### src/rtl/pipe_pkg.sv
// Shared definitions for the handshaked pipeline-stage register: state codes,
// the bubble control value and the saturating counter step.
package pipe_pkg;

    localparam logic [1:0] ST_EMPTY = 2'd0;
    localparam logic [1:0] ST_ONE   = 2'd1;
    localparam logic [1:0] ST_FULL  = 2'd2;

    // Replicated to the control width wherever a bubble is inserted.
    localparam logic CTRL_BUBBLE = 1'b0;

    function automatic logic [63:0] sat_inc(input logic [63:0] value, input int width);
        logic [63:0] max_val;
        max_val = (width >= 64) ? {64{1'b1}} : ((64'd1 << width) - 64'd1);
        sat_inc = (value >= max_val) ? max_val : value + 64'd1;
    endfunction

endpackage

### src/rtl/pipe_slot.sv
// One pipeline slot: a valid flag plus payload register. Clear wins over load,
// and a cleared slot holds an all-zero payload.
module pipe_slot #(
    parameter int W = 8
) (
    input  logic         clk,
    input  logic         reset,
    input  logic         i_load,
    input  logic         i_clear,
    input  logic [W-1:0] i_data,
    output logic         o_valid,
    output logic [W-1:0] o_data
);

    logic         r_valid;
    logic [W-1:0] r_data;

    always_ff @(posedge clk or posedge reset) begin
        if (reset) begin
            r_valid <= 1'b0;
            r_data  <= '0;
        end else if (i_clear) begin
            r_valid <= 1'b0;
            r_data  <= '0;
        end else if (i_load) begin
            r_valid <= 1'b1;
            r_data  <= i_data;
        end
    end

    assign o_valid = r_valid;
    assign o_data  = r_data;

endmodule

### src/rtl/pipe_stage_hs.sv
// Parametrised inter-stage register with valid/ready handshake, flush-to-bubble,
// optional 2-entry skid buffer and saturating stall/flush event counters.
module pipe_stage_hs
    import pipe_pkg::*;
#(
    parameter int DW   = 128,
    parameter int CW   = 16,
    parameter int SKID = 1,
    parameter int CNTW = 16
) (
    input  logic            clk,
    input  logic            reset,
    input  logic            flush,
    input  logic            in_valid,
    output logic            in_ready,
    input  logic [DW-1:0]   in_data,
    input  logic [CW-1:0]   in_ctrl,
    output logic            out_valid,
    input  logic            out_ready,
    output logic [DW-1:0]   out_data,
    output logic [CW-1:0]   out_ctrl,
    output logic [CNTW-1:0] stall_cnt,
    output logic [CNTW-1:0] flush_cnt,
    output logic [1:0]      o_state
);

    localparam int PW = DW + CW;

    // Handshake: a transfer happens on an edge where valid and ready are both high.
    logic          w_accept;
    logic          w_emit;
    logic          w_main_load;
    logic          w_main_clear;
    logic          w_main_valid;
    logic [PW-1:0] w_main_din;
    logic [PW-1:0] w_main_q;
    logic          w_skid_valid;

    assign w_accept = in_valid & in_ready;
    assign w_emit   = w_main_valid & out_ready;

    pipe_slot #(.W(PW)) u_main (
        .clk     (clk),
        .reset   (reset),
        .i_load  (w_main_load),
        .i_clear (w_main_clear),
        .i_data  (w_main_din),
        .o_valid (w_main_valid),
        .o_data  (w_main_q)
    );

    generate
        if (SKID != 0) begin : g_skid
            logic [1:0]    r_state;
            logic [1:0]    w_state_next;
            logic          w_skid_load;
            logic          w_skid_clear;
            logic [PW-1:0] w_skid_q;

            always_ff @(posedge clk or posedge reset) begin
                if (reset) r_state <= ST_EMPTY;
                else       r_state <= w_state_next;
            end

            always_comb begin
                w_state_next = r_state;
                case (r_state)
                    ST_EMPTY: if (w_accept) w_state_next = ST_ONE;
                    ST_ONE: begin
                        if (w_accept && !w_emit)      w_state_next = ST_FULL;
                        else if (!w_accept && w_emit) w_state_next = ST_EMPTY;
                    end
                    ST_FULL:  if (w_emit) w_state_next = ST_ONE;
                    default:  w_state_next = ST_EMPTY;
                endcase
                if (flush) w_state_next = ST_EMPTY;
            end

            // Ready depends only on the state register, never on out_ready.
            assign in_ready = (r_state != ST_FULL);

            always_comb begin
                w_main_load  = 1'b0;
                w_main_clear = flush;
                w_main_din   = {in_ctrl, in_data};
                w_skid_load  = 1'b0;
                w_skid_clear = flush;
                case (r_state)
                    ST_EMPTY: w_main_load = w_accept;
                    ST_ONE: begin
                        w_main_load = w_accept & w_emit;
                        w_skid_load = w_accept & ~w_emit;
                        if (!w_accept && w_emit) w_main_clear = 1'b1;
                    end
                    ST_FULL: begin
                        if (w_emit) begin
                            w_main_load  = 1'b1;
                            w_main_din   = w_skid_q;
                            w_skid_clear = 1'b1;
                        end
                    end
                    default: w_main_clear = 1'b1;
                endcase
            end

            pipe_slot #(.W(PW)) u_skid (
                .clk     (clk),
                .reset   (reset),
                .i_load  (w_skid_load),
                .i_clear (w_skid_clear),
                .i_data  ({in_ctrl, in_data}),
                .o_valid (w_skid_valid),
                .o_data  (w_skid_q)
            );

            assign o_state = r_state;
        end else begin : g_single
            assign in_ready     = ~w_main_valid | out_ready;
            assign w_main_load  = w_accept;
            assign w_main_clear = flush | (w_emit & ~w_accept);
            assign w_main_din   = {in_ctrl, in_data};
            assign w_skid_valid = 1'b0;
            assign o_state      = w_main_valid ? ST_ONE : ST_EMPTY;
        end
    endgenerate

    logic [CNTW-1:0] r_stall_cnt;
    logic [CNTW-1:0] r_flush_cnt;

    always_ff @(posedge clk or posedge reset) begin
        if (reset) begin
            r_stall_cnt <= '0;
            r_flush_cnt <= '0;
        end else begin
            if (w_main_valid && !out_ready)
                r_stall_cnt <= CNTW'(sat_inc(64'(r_stall_cnt), CNTW));
            if (flush && (w_main_valid || w_skid_valid))
                r_flush_cnt <= CNTW'(sat_inc(64'(r_flush_cnt), CNTW));
        end
    end

    assign out_valid = w_main_valid;
    assign out_data  = w_main_q[DW-1:0];
    assign out_ctrl  = w_main_valid ? w_main_q[PW-1:DW] : {CW{CTRL_BUBBLE}};
    assign stall_cnt = r_stall_cnt;
    assign flush_cnt = r_flush_cnt;

endmodule

### config.mk
export PLATFORM = sky130hd
export DESIGN_NAME = pipe_stage_hs
export DESIGN_NICKNAME = d
export VERILOG_FILES = /design/src/rtl/pipe_pkg.sv /design/src/rtl/pipe_slot.sv /design/src/rtl/pipe_stage_hs.sv
export SDC_FILE = /design/constraint.sdc
export NUM_CORES = 1
export LEC_CHECK = 0
export BUFFER_PORTS_ARGS = -buffer_cell sky130_fd_sc_hd__buf_4
export CAP_MARGIN = 20
export CORE_MARGIN = 1
export CORE_UTILIZATION = 59
export CTS_CLUSTER_DIAMETER = 200
export DETAILED_ROUTE_END_ITERATION = 10
export PLACE_DENSITY = 0.88
export SLEW_MARGIN = 20
export SYNTH_ARGS = -nofsm -noshare
export SYNTH_HDL_FRONTEND = slang
export SYNTH_SLANG_ARGS = --single-unit
### constraint.sdc
create_clock -name clk -period 29.1 [get_ports clk]
set_input_delay 4.365 -clock clk [delete_from_list [all_inputs] [get_ports clk]]
set_output_delay 4.365 -clock clk [all_outputs]
set_load 0.1 [all_outputs]
-- After elaboration in Yosys (flattened, before gate mapping)
Cells that the tools add are included.
- bits in registers: 324
- add/sub/neg operators: 2
- magnitude comparators: 2
- equal/unequal tests: 6
- multiplexer cells: 26
- bitwise logic cells: 5
- reductions and logical operators: 13
- operator list (cell ; number):
    $mux W144 ; 6
    $mux W16 ; 3
    $add A16 B1 Y16 const B ; 2
    $ge A16 B16 Y1 const B ; 2
    $mux W2 ; 5
    $mux W1 ; 9
    $ne A3 B3 Y1 const B ; 2
    $pmux W2 S3 ; 1
    $and A1 B1 Y1 ; 4
    $logic_and A1 B1 Y1 ; 4
    $ne A4 B4 Y1 const B ; 1
    $reduce_bool A2 Y1 ; 2
    $logic_not A1 Y1 ; 3
    $pmux W1 S3 ; 1
    $reduce_and A3 Y1 ; 1
    $eq A2 B1 Y1 const B ; 1
    $eq A2 B2 Y1 const B ; 1
    $logic_not A2 Y1 ; 1
    $ne A2 B2 Y1 const B ; 1
    $pmux W1 S2 ; 1
    $reduce_or A2 Y1 ; 1
    $logic_or A1 B1 Y1 ; 1
    $not A1 Y1 ; 1

-- Logic depth before layout (Yosys ltp)
Gate-level depths: netlist of run 1.
- word-level depth: 8
- mapped depth: 9
- mapped depth without buffers: 5

-- Modules after synthesis
From an unflattened synthesis of run 1, not the netlist that was laid out.
- cell total of the unflattened synthesis: 1311
- area total of the unflattened synthesis: 15382.3 um2
- by module, submodules not included (module ; instances ; cells each ; area an instance (um2) ; seq. area each (um2)):
    pipe_slot ; 2 ; 468 ; 5833.1 ; 3628.5
    pipe_stage_hs ; 1 ; 375 ; 3716.1 ; 850.8

-- Least setup slack after synthesis of run 1
Ideal clock, no wire load.
- path type: reg-to-output
- start point: register u_main.r_valid, in the netlist u_main.o_valid
- end point: output port out_ctrl[15]
- arrival time: 2.433 ns
- data required time: 24.735 ns
- slack: 22.302 ns
- cell stages (with the launch flop): 5
- path buffers: 3
- cells stage by stage: dfrtp_1 -> buf_2 -> clkbuf_1 -> clkbuf_1 -> and2_1
- longest elaborated chain between the ends: 1
- RTL lines (element ; line ; RTL):
    from (decl) ; pipe_slot.sv:15 ; logic r_valid;
    from (signal assigned) ; pipe_slot.sv:20 ; r_valid <= 1'b0;
    from (signal assigned) ; pipe_slot.sv:23 ; r_valid <= 1'b0;
    from (signal assigned) ; pipe_slot.sv:26 ; r_valid <= 1'b1;
    $mux W16 ; pipe_stage_hs.sv:144 ; assign out_ctrl = w_main_valid ? w_main_q[PW-1:DW] : {CW{CTRL_BUBBLE}};
    to (decl) ; pipe_stage_hs.sv:21 ; output logic [CW-1:0] out_ctrl,
No other way between the ends.

-- Worst setup path in the final report of run 1
- start point: register u_main.r_valid, in the netlist u_main.o_valid
- end point: output port out_ctrl[4]
Same word-level chain as after synthesis.

==> out/qor.txt, run 1 <==
placed instance count = 1889
Die Width = 162.3 um
clock skew = 0.009362 ns
CP Class = reg -> out
status = completed
nets = 1743
Final Hold Fails = 0
postcts setup bufs = 0
cell row count = 58
sequential cell area = 8108 sq um
Worst-Skew Late Latency = 0.55 ns
Yosys cell types = 43
Ys Warns = 0
hold crit path type = reg -> reg
multi-input logic area = 5570 sq um
DR vias/cell = 5.879
Die ar. = 26360 sq um
syn avg cell area = 10.48 sq um
crit path launch type = register
Final TNS setup = 0 ns
hold-critical path endpoint = u_main.o_data[135]$_DFFE_PP0P_
DR iter-0 viols = 1101
core area = 25180 sq um
worst hold path depth = 1
Top Ports = 329
clock sinks = 324
Pins Over Slew Limit = 0
static leakage = 9.147 nW
final WL = 37860 um
slew margin rel. = 0.3071
peak supply drop = 0.06068 mV
vias in the first global route = 11390
PwrDens = 70.68 nW/um^2
Remaining DRCs = 0
min-delay src = u_main.o_data[135]$_DFFE_PP0P_
sequential-to-total area share from yosys stat = 0.5345
number of antenna-violating nets in the routed design = 0
Port Buf Inserts = 328
RSZ-0062 raised after global routing = false
commonest non-fill, non-tap cell in the layout = buf_4
Max Clock Freq = 155.3 MHz
max-cap viol count = 0
cell area after synthesis = 15170 sq um
endpoints failing setup = 0
Worst-Margin Slew = 1.039 ns
HPWL after detailed placement = 23430 um
Syn Nets = 1599
Gate Count Post-Synth = 1448
post_cts resized = 0
ANT cells = 0
Wirelength per Cell = 19.47 um
most frequent cells in the layout = buf_4 (339), dfrtp_1 (324), nand2_1 (321)
prevailing post-synth register cell = dfrtp_1
Worst EP arrival = 2.07 ns
P&R area growth vs syn = 16.97%
cts bufs inserted = 31
kind of end point of the critical path = primary output
antenna violations before repair = 0
ys async rst share = 1.000
first-pass GRT wire length = 59670 um
Congestion Overflow GR = 0
GRT Overall Usage = 0.2823
TritonCTS clock tree = built
Longest Clk Path Bufs = 3
Worst R2R Setup Slack = 25.55 ns
largest net degree at the start of global routing = 127
number of flops mapped to enable cells by yosys = 0
Placer Congestion = 0.8349
H-tree depth = 1
clk slew on worst S/H paths = 0.06 ns
CTS root buf = clkbuf_16
vias = 11440
Chip Height = 162.3 um
final std cells w/o fill = 1945
largest fanout on the critical path = 28
#FFs+latches synth = 324
initial core utilization = 0.6024
share of layout cells above drive strength 1 = 0.2508
Tcrit/Tclk final = 0.2212
Layout fillers = 1793
first drt pass iteration count = 6
cts hold-fix bufs = 0
Period minus WS final = 6.437 ns
reg2reg end = g_skid.u_skid.o_data[67]$_DFFE_PP0P_
Reg2Reg Launch Point = u_main.o_valid$_DFFE_PP0P_
reg2reg path depth = 5
Worst EP required = 24.73 ns
==> metrics by stage <==
stage	instance area [sq um]	total power, mW	setup WS, ns	hold slack, ns	utilization
after global placement	16680	0.8350	22.07	0.4626	0.6623
after floorplan	15170	0.7790	15.77	0.4481	-
after detailed placement	16680	0.8403	22.00	0.4660	0.6623
after CTS	17740	1.260	22.52	0.4859	0.7045
final	17740	1.254	22.66	0.4837	0.7046
after global routing	17740	1.295	22.53	0.4953	0.7046
==> area by class of cell <==
| class | instances | share of cell area |
|---|---|---|
| tap | 330 | 0.02327 |
| clock buffer | 42 | 0.05000 |
| timing repair buffer | 340 | 0.1441 |
| sequential | 324 | 0.4569 |
| multi-input combinational | 888 | 0.3139 |
| clock inverter | 14 | 0.009872 |
| inverter | 7 | 0.001904 |
==> worst max-delay path: stages (launching register included) <==
cell     delay, ns
dfrtp_1       0.94
and2_1        0.28
buf_4         0.31
==> synthesized netlist by cell type (9+ instances only) <==
library cell / count / area, sq um
dfrtp_1: 324 / 8108
nand2_1: 321 / 1205
a21oi_1: 153 / 765.7
mux2i_1: 145 / 1451
o2bb2ai_1: 144 / 1261
buf_4: 137 / 1028
buf_2: 56 / 280.3
clkbuf_1: 20 / 75.07
and2_1: 17 / 106.4
xnor2_1: 17 / 148.9
nor2_1: 13 / 48.80
nand3_1: 9 / 45.04
nor3_1: 9 / 45.04
==> how the worst max path moves through the flow <==
| stage | to | depth (start not counted) | start |
|---|---|---|---|
| final | out_ctrl[4] | 2 | u_main.o_valid$_DFFE_PP0P_ |
| after global routing | g_skid.u_skid.o_data[59]$_DFFE_PP0P_ | 6 | in_valid |
| after CTS | g_skid.u_skid.o_data[59]$_DFFE_PP0P_ | 6 | out_ready |
| after detailed placement | g_skid.u_skid.o_data[38]$_DFFE_PP0P_ | 6 | out_ready |
| after global placement | g_skid.u_skid.o_data[105]$_DFFE_PP0P_ | 6 | out_ready |
| after floorplan | flush_cnt[0]$_DFFE_PP0P_ | 1 | reset |
==> power by group <==
| group | internal [mW] | total [mW] | switching (mW) |
|---|---|---|---|
| sequential | 0.483 | 0.512 | 0.0291 |
| clock | 0.248 | 0.419 | 0.171 |
| combinational | 0.0715 | 0.323 | 0.252 |
| total | 0.802 | 1.25 | 0.452 |
==> flip-flops by register name, summed over array words and instances, names as in the netlist <==
register	count
g_skid.u_skid.o_data	144
u_main.o_data	144
flush_cnt	16
stall_cnt	16
o_state	2
g_skid.u_skid.o_valid	1
u_main.o_valid	1
==> cells by family (layout without fill, tap and decap cells) <==
group | Yosys count | in the layout | share of synthesized area
compound gates | 317 | 317 | 0.1424
flops | 324 | 324 | 0.5345
fa+ha+maj | 2 | 2 | 0.001649
mux | 146 | 146 | 0.09642
buf+inv | 236 | 403 | 0.1009
simple gates | 403 | 403 | 0.1127
xor+xnor | 20 | 20 | 0.01155
==> routing by layer <==
layer	global-route usage	routed length [um]	vias to the layer above
met5	0	0	-
met4	0.09348	1103	0
met3	0.06315	3068	77
met2	0.4600	18330	492
met1	0.3752	15370	5708
li1	-	-	5158
Power figures use the tool's default switching activity.
==> inputs of run 2 (changes only) <==
--- a/config.mk
+++ b/config.mk
@@ -8,10 +8,10 @@
 export BUFFER_PORTS_ARGS = -buffer_cell sky130_fd_sc_hd__buf_4
 export CAP_MARGIN = 20
 export CORE_MARGIN = 1
-export CORE_UTILIZATION = 59
+export CORE_UTILIZATION = 50
 export CTS_CLUSTER_DIAMETER = 200
 export DETAILED_ROUTE_END_ITERATION = 10
-export PLACE_DENSITY = 0.88
+export PLACE_DENSITY = 0.79
 export SLEW_MARGIN = 20
 export SYNTH_ARGS = -nofsm -noshare
 export SYNTH_HDL_FRONTEND = slang
==> constraint.sdc (replaced) <==
create_clock -name clk -period 5.65 [get_ports clk]
set_input_delay 0.8475 -clock clk [delete_from_list [all_inputs] [get_ports clk]]
set_output_delay 0.8475 -clock clk [all_outputs]
set_load 0.1 [all_outputs]
==> out/qor.txt, run 2 (same netlist as run 1, synthesis figures left out) <==
Worst-Skew Late Latency = 0.50 ns
reg2reg end = g_skid.u_skid.o_data[129]$_DFFE_PP0P_
Tcrit/Tclk final = 0.5984
Most common cell on crit path = nand2_1
critical path cell sequence = nand2_1, nand3_4, buf_4, nand2_1, a21oi_1
Reg2Reg Launch Point = u_main.o_valid$_DFFE_PP0P_
reg2reg path depth = 5
number of antenna-violating nets in the routed design = 0
GRT Overall Usage = 0.2395
Worst path max stage delay = 0.98 ns
TritonCTS clock tree = built
nets = 1748
Largest delay share family, worst path = simple AND/OR/NAND/NOR gates
HPWL after detailed placement = 23130 um
CP Class = reg -> reg
Die Width = 176.2 um
post_cts resized = 0
Final Cell Area = 17990 sq um
DR iter-0 viols = 831
postcts setup bufs = 0
final std cells w/o fill = 2011
PwrDens = 369.5 nW/um^2
peak supply drop = 0.5907 mV
hold crit path type = in -> async
Max Clock Freq = 295.8 MHz
vias in the first global route = 10990
clock sinks = 324
cell row count = 63
clock skew = 0.01375 ns
core area = 29720 sq um
Final Core Density = 0.6055
Longest Clk Path Bufs = 3
Layout fillers = 2347
crit path launch type = register
DR vias/cell = 5.663
Worst EP required = 6.06 ns
Critical Path Slowest Stage Cell = dfrtp_1
Placer Congestion = 0.8159
status = completed
Final Hold Fails = 0
Worst EP arrival = 3.79 ns
Congestion Overflow GR = 0
Remaining DRCs = 0
first drt pass iteration count = 5
Pins Over Slew Limit = 0
clk slew on worst S/H paths = 0.06 ns
placed instance area = 16800 sq um
max-cap viol count = 0
Worst R2R Setup Slack = 2.27 ns
commonest non-fill, non-tap cell in the layout = buf_4
placed instance count = 1949
slew margin rel. = 0.2684
most frequent cells in the layout = buf_4 (336), dfrtp_1 (324), nand2_1 (321)
largest net degree at the start of global routing = 157
Wirelength per Cell = 18.70 um
Chip Height = 176.2 um
vias = 11390
P&R area growth vs syn = 18.62%
largest fanout on the critical path = 79
Top Ports = 329
Buf+Inv Stages, Crit Path = 1
RSZ-0062 raised after global routing = false
Die ar. = 31040 sq um
first-pass GRT wire length = 59750 um
ANT cells = 0
cts bufs inserted = 36
final WL = 37600 um
Worst-Margin Slew = 1.097 ns
share of layout cells above drive strength 1 = 0.2529
Final TNS setup = 0 ns
endpoints failing setup = 0
static leakage = 9.228 nW
Port Buf Inserts = 328
initial core utilization = 0.5105
Period minus WS final = 3.381 ns
cts hold-fix bufs = 0
H-tree depth = 2
kind of end point of the critical path = register
antenna violations before repair = 0
CTS root buf = clkbuf_16
[run 2: cell count changes in the layout (fill, tap and decap cells not counted), sizes merged]
| cell | before | now |
|---|---|---|
| clkinv | 8 | 9 |
| inv | 7 | 6 |
| clkbuf | 42 | 49 |
| bufinv | 4 | 3 |
[run 2: final cells by class]
class                   count  area (sq um)  area share
repair buffers            340          2603      0.1446
flip-flops and latches    324          8108      0.4506
well taps                 390         488.0     0.02712
clock buffers              49          1041     0.05785
multi-input cells         888          5570      0.3096
clock inverters            13         153.9    0.008553
inverters                   7         30.03    0.001669
[run 2: per-stage QoR]
stage	worst slack (ns)	total power, mW	hold slack [ns]
4_1_cts	2.299	6.698	0.4833
2_1_floorplan	0.4798	4.013	0.4481
6_report	2.269	6.649	0.4817
3_5_place_dp	2.295	4.337	0.4658
3_3_place_gp	2.439	4.312	0.4631
5_1_grt	2.046	6.891	0.4998
[run 2: report_power, final]
part / internal, mW / switching (mW)
Clock: 1.43 / 0.921
Sequential: 2.49 / 0.147
Combinational: 0.372 / 1.30
[run 2: worst max-delay path by stage]
stage                                from                               endpoint  slack [ns]  cells past startpoint
2_1_floorplan                       reset               flush_cnt[0]$_DFFE_PP0P_        0.48                      1
3_3_place_gp   u_main.o_valid$_DFFE_PP0P_   g_skid.u_skid.o_data[54]$_DFFE_PP0P_        2.44                      5
3_5_place_dp   u_main.o_valid$_DFFE_PP0P_   g_skid.u_skid.o_data[30]$_DFFE_PP0P_        2.29                      5
4_1_cts        u_main.o_valid$_DFFE_PP0P_   g_skid.u_skid.o_data[56]$_DFFE_PP0P_        2.30                      5
5_1_grt        u_main.o_valid$_DFFE_PP0P_    g_skid.u_skid.o_data[4]$_DFFE_PP0P_        2.05                      5
6_report       u_main.o_valid$_DFFE_PP0P_  g_skid.u_skid.o_data[129]$_DFFE_PP0P_        2.27                      5
[run 2: per-layer routing]
metal,GRT usage,vias to the layer above,routed length (um)
met5,0,-,0
met4,0.07210,0,966
met3,0.05835,58,2861
met2,0.3734,427,17780
met1,0.3308,5723,15990
li1,-,5180,-
==> inputs of run 3 (changes only) <==
--- a/config.mk
+++ b/config.mk
@@ -8,10 +8,10 @@
 export BUFFER_PORTS_ARGS = -buffer_cell sky130_fd_sc_hd__buf_4
 export CAP_MARGIN = 20
 export CORE_MARGIN = 1
-export CORE_UTILIZATION = 50
+export CORE_UTILIZATION = 55
 export CTS_CLUSTER_DIAMETER = 200
 export DETAILED_ROUTE_END_ITERATION = 10
-export PLACE_DENSITY = 0.79
+export PLACE_DENSITY = 0.83
 export SLEW_MARGIN = 20
 export SYNTH_ARGS = -nofsm -noshare
 export SYNTH_HDL_FRONTEND = slang
==> constraint.sdc (replaced) <==
create_clock -name clk -period 3.46 [get_ports clk]
set_input_delay 0.519 -clock clk [delete_from_list [all_inputs] [get_ports clk]]
set_output_delay 0.519 -clock clk [all_outputs]
set_load 0.1 [all_outputs]
==> out/qor.txt, run 3 (same netlist as run 1, synthesis figures left out) <==
status = completed
final setup margin = 1.193 ns
Most common cell on crit path = nand2b_4
Final Cell Area = 17920 sq um
Final Core Density = 0.6630
Remaining DRCs = 0
reg2reg end = g_skid.u_skid.o_data[44]$_DFFE_PP0P_
cts bufs inserted = 36
HPWL after detailed placement = 23480 um
hold_ws = 0.2550 ns
GRT Overall Usage = 0.2596
Port Buf Inserts = 328
H-tree depth = 2
largest fanout on the critical path = 78
ANT cells = 0
Worst R2R Setup Slack = 1.19 ns
nets = 1758
Worst EP arrival = 2.66 ns
Final Hold Fails = 0
pre-CTS WS = 1.129 ns
DR vias/cell = 5.750
placed instance count = 1909
CP Class = reg -> reg
Die ar. = 28250 sq um
antenna violations before repair = 0
multi-input logic area = 5570 sq um
max-cap viol count = 0
clk slew on worst S/H paths = 0.06 ns
core area = 27030 sq um
Placer Congestion = 0.8038
Max Clock Freq = 441.1 MHz
vias in the first global route = 11170
Die Width = 168.1 um
min-delay src = out_ready
Top Ports = 329
Worst EP required = 3.85 ns
worst setup path end = g_skid.u_skid.o_data[44]$_DFFE_PP0P_
RSZ-0062 raised after global routing = false
P&R area growth vs syn = 18.11%
crit path launch type = register
PwrDens = 588.5 nW/um^2
Period minus WS final = 2.267 ns
Longest Clk Path Bufs = 3
largest net degree at the start of global routing = 166
kind of end point of the critical path = register
endpoints failing setup = 0
Reg2Reg Launch Point = o_state[0]$_DFFE_PP0P_
Worst path max stage delay = 0.57 ns
cell row count = 60
critical path cell sequence = nand2b_4, or2_4, nand2b_4, buf_12, a21oi_1
initial core utilization = 0.5613
Congestion Overflow GR = 0
Worst-Skew Late Latency = 0.50 ns
vias = 11310
share of layout cells above drive strength 1 = 0.2509
DR iter-0 viols = 1072
Worst-Margin Slew = 0.9122 ns
clock sinks = 324
final std cells w/o fill = 1967
most frequent cells in the layout = buf_4 (342), dfrtp_1 (324), nand2_1 (321)
CTS root buf = clkbuf_16
Critical Path Slowest Stage Cell = dfrtp_1
reg2reg path depth = 5
post_cts resized = 0
peak supply drop = 0.6336 mV
clock skew = 0.02019 ns
Wirelength per Cell = 18.91 um
commonest non-fill, non-tap cell in the layout = buf_4
final WL = 37190 um
static leakage = 9.216 nW
TritonCTS clock tree = built
first drt pass iteration count = 7
Final TNS setup = 0 ns
postcts setup bufs = 0
slew margin rel. = 0.3919
Pins Over Slew Limit = 0
Crit. Startpoint = o_state[0]$_DFFE_PP0P_
first-pass GRT wire length = 59200 um
sequential cell area = 8108 sq um
placed instance area = 16840 sq um
Chip Height = 168.1 um
number of antenna-violating nets in the routed design = 0
Layout fillers = 2036
Tot Pwr = 10.54 mW
Tcrit/Tclk final = 0.6553
hold crit path type = in -> reg
-- run 3: cell count changes in the layout (fill, tap and decap cells not counted) --
cell,before,now
bufinv_16,3,0
clkinv_2,6,3
clkinv_4,3,0
clkbuf_1,5,11
buf_4,336,342
clkbuf_8,7,6
buf_12,4,7
clkinvlp_4,2,1
dlygate4sd3_1,0,1
-- run 3: metal layers --
metal  up-vias  track usage  part of all wire
li1       5174            -                 -
met1      5649       0.3501              0.42
met2       416       0.4165              0.47
met3        72      0.06182             0.079
met4         0      0.08340             0.029
met5         -            0                 0
-- run 3: power by group --
part,switching (mW),total (mW),internal [mW],leakage [nW]
Combinational,2.13,2.74,0.616,4.29
Clock,1.44,3.51,2.07,0.524
Sequential,0.226,4.29,4.06,4.40
-- run 3: what timing repair did --
action | in CTS | in global routing
hold buffers | 1 | 0
endpoints found under the hold margin | 11 | 0
endpoints found under the setup margin | 0 | 0
-- run 3: critical path, delay by kind of cell, from the launching register on --
kind                   cells  cell delay, ns
AND/OR/NAND/NOR            3            0.96
AO/OA/AOI/OAI              1            0.26
buffers and inverters      1            0.26
flip-flops                 1            0.57
-- run 3: worst min path at each step --
stage,endpoint,slack [ns],cells after the start
2_1_floorplan,u_main.o_data[128]$_DFFE_PP0P_,0.45,1
4_1_cts,o_state[1]$_DFFE_PP0P_,0.24,2
6_report,o_state[1]$_DFFE_PP0P_,0.26,2
3_5_place_dp,u_main.o_data[131]$_DFFE_PP0P_,0.47,1
3_3_place_gp,u_main.o_data[134]$_DFFE_PP0P_,0.46,1
5_1_grt,g_skid.u_skid.o_data[136]$_DFFE_PP0P_,0.25,3
-- run 3: area by class of cell --
cell class                      instances  share of cell area
Sequential cell                       324              0.4525
Multi-Input combinational cell        888              0.3109
Timing Repair Buffer                  350              0.1517
Clock buffer                           54             0.05859
Tap cell                              341             0.02381
Inverter                                7            0.001676
Clock inverter                          3           0.0008380
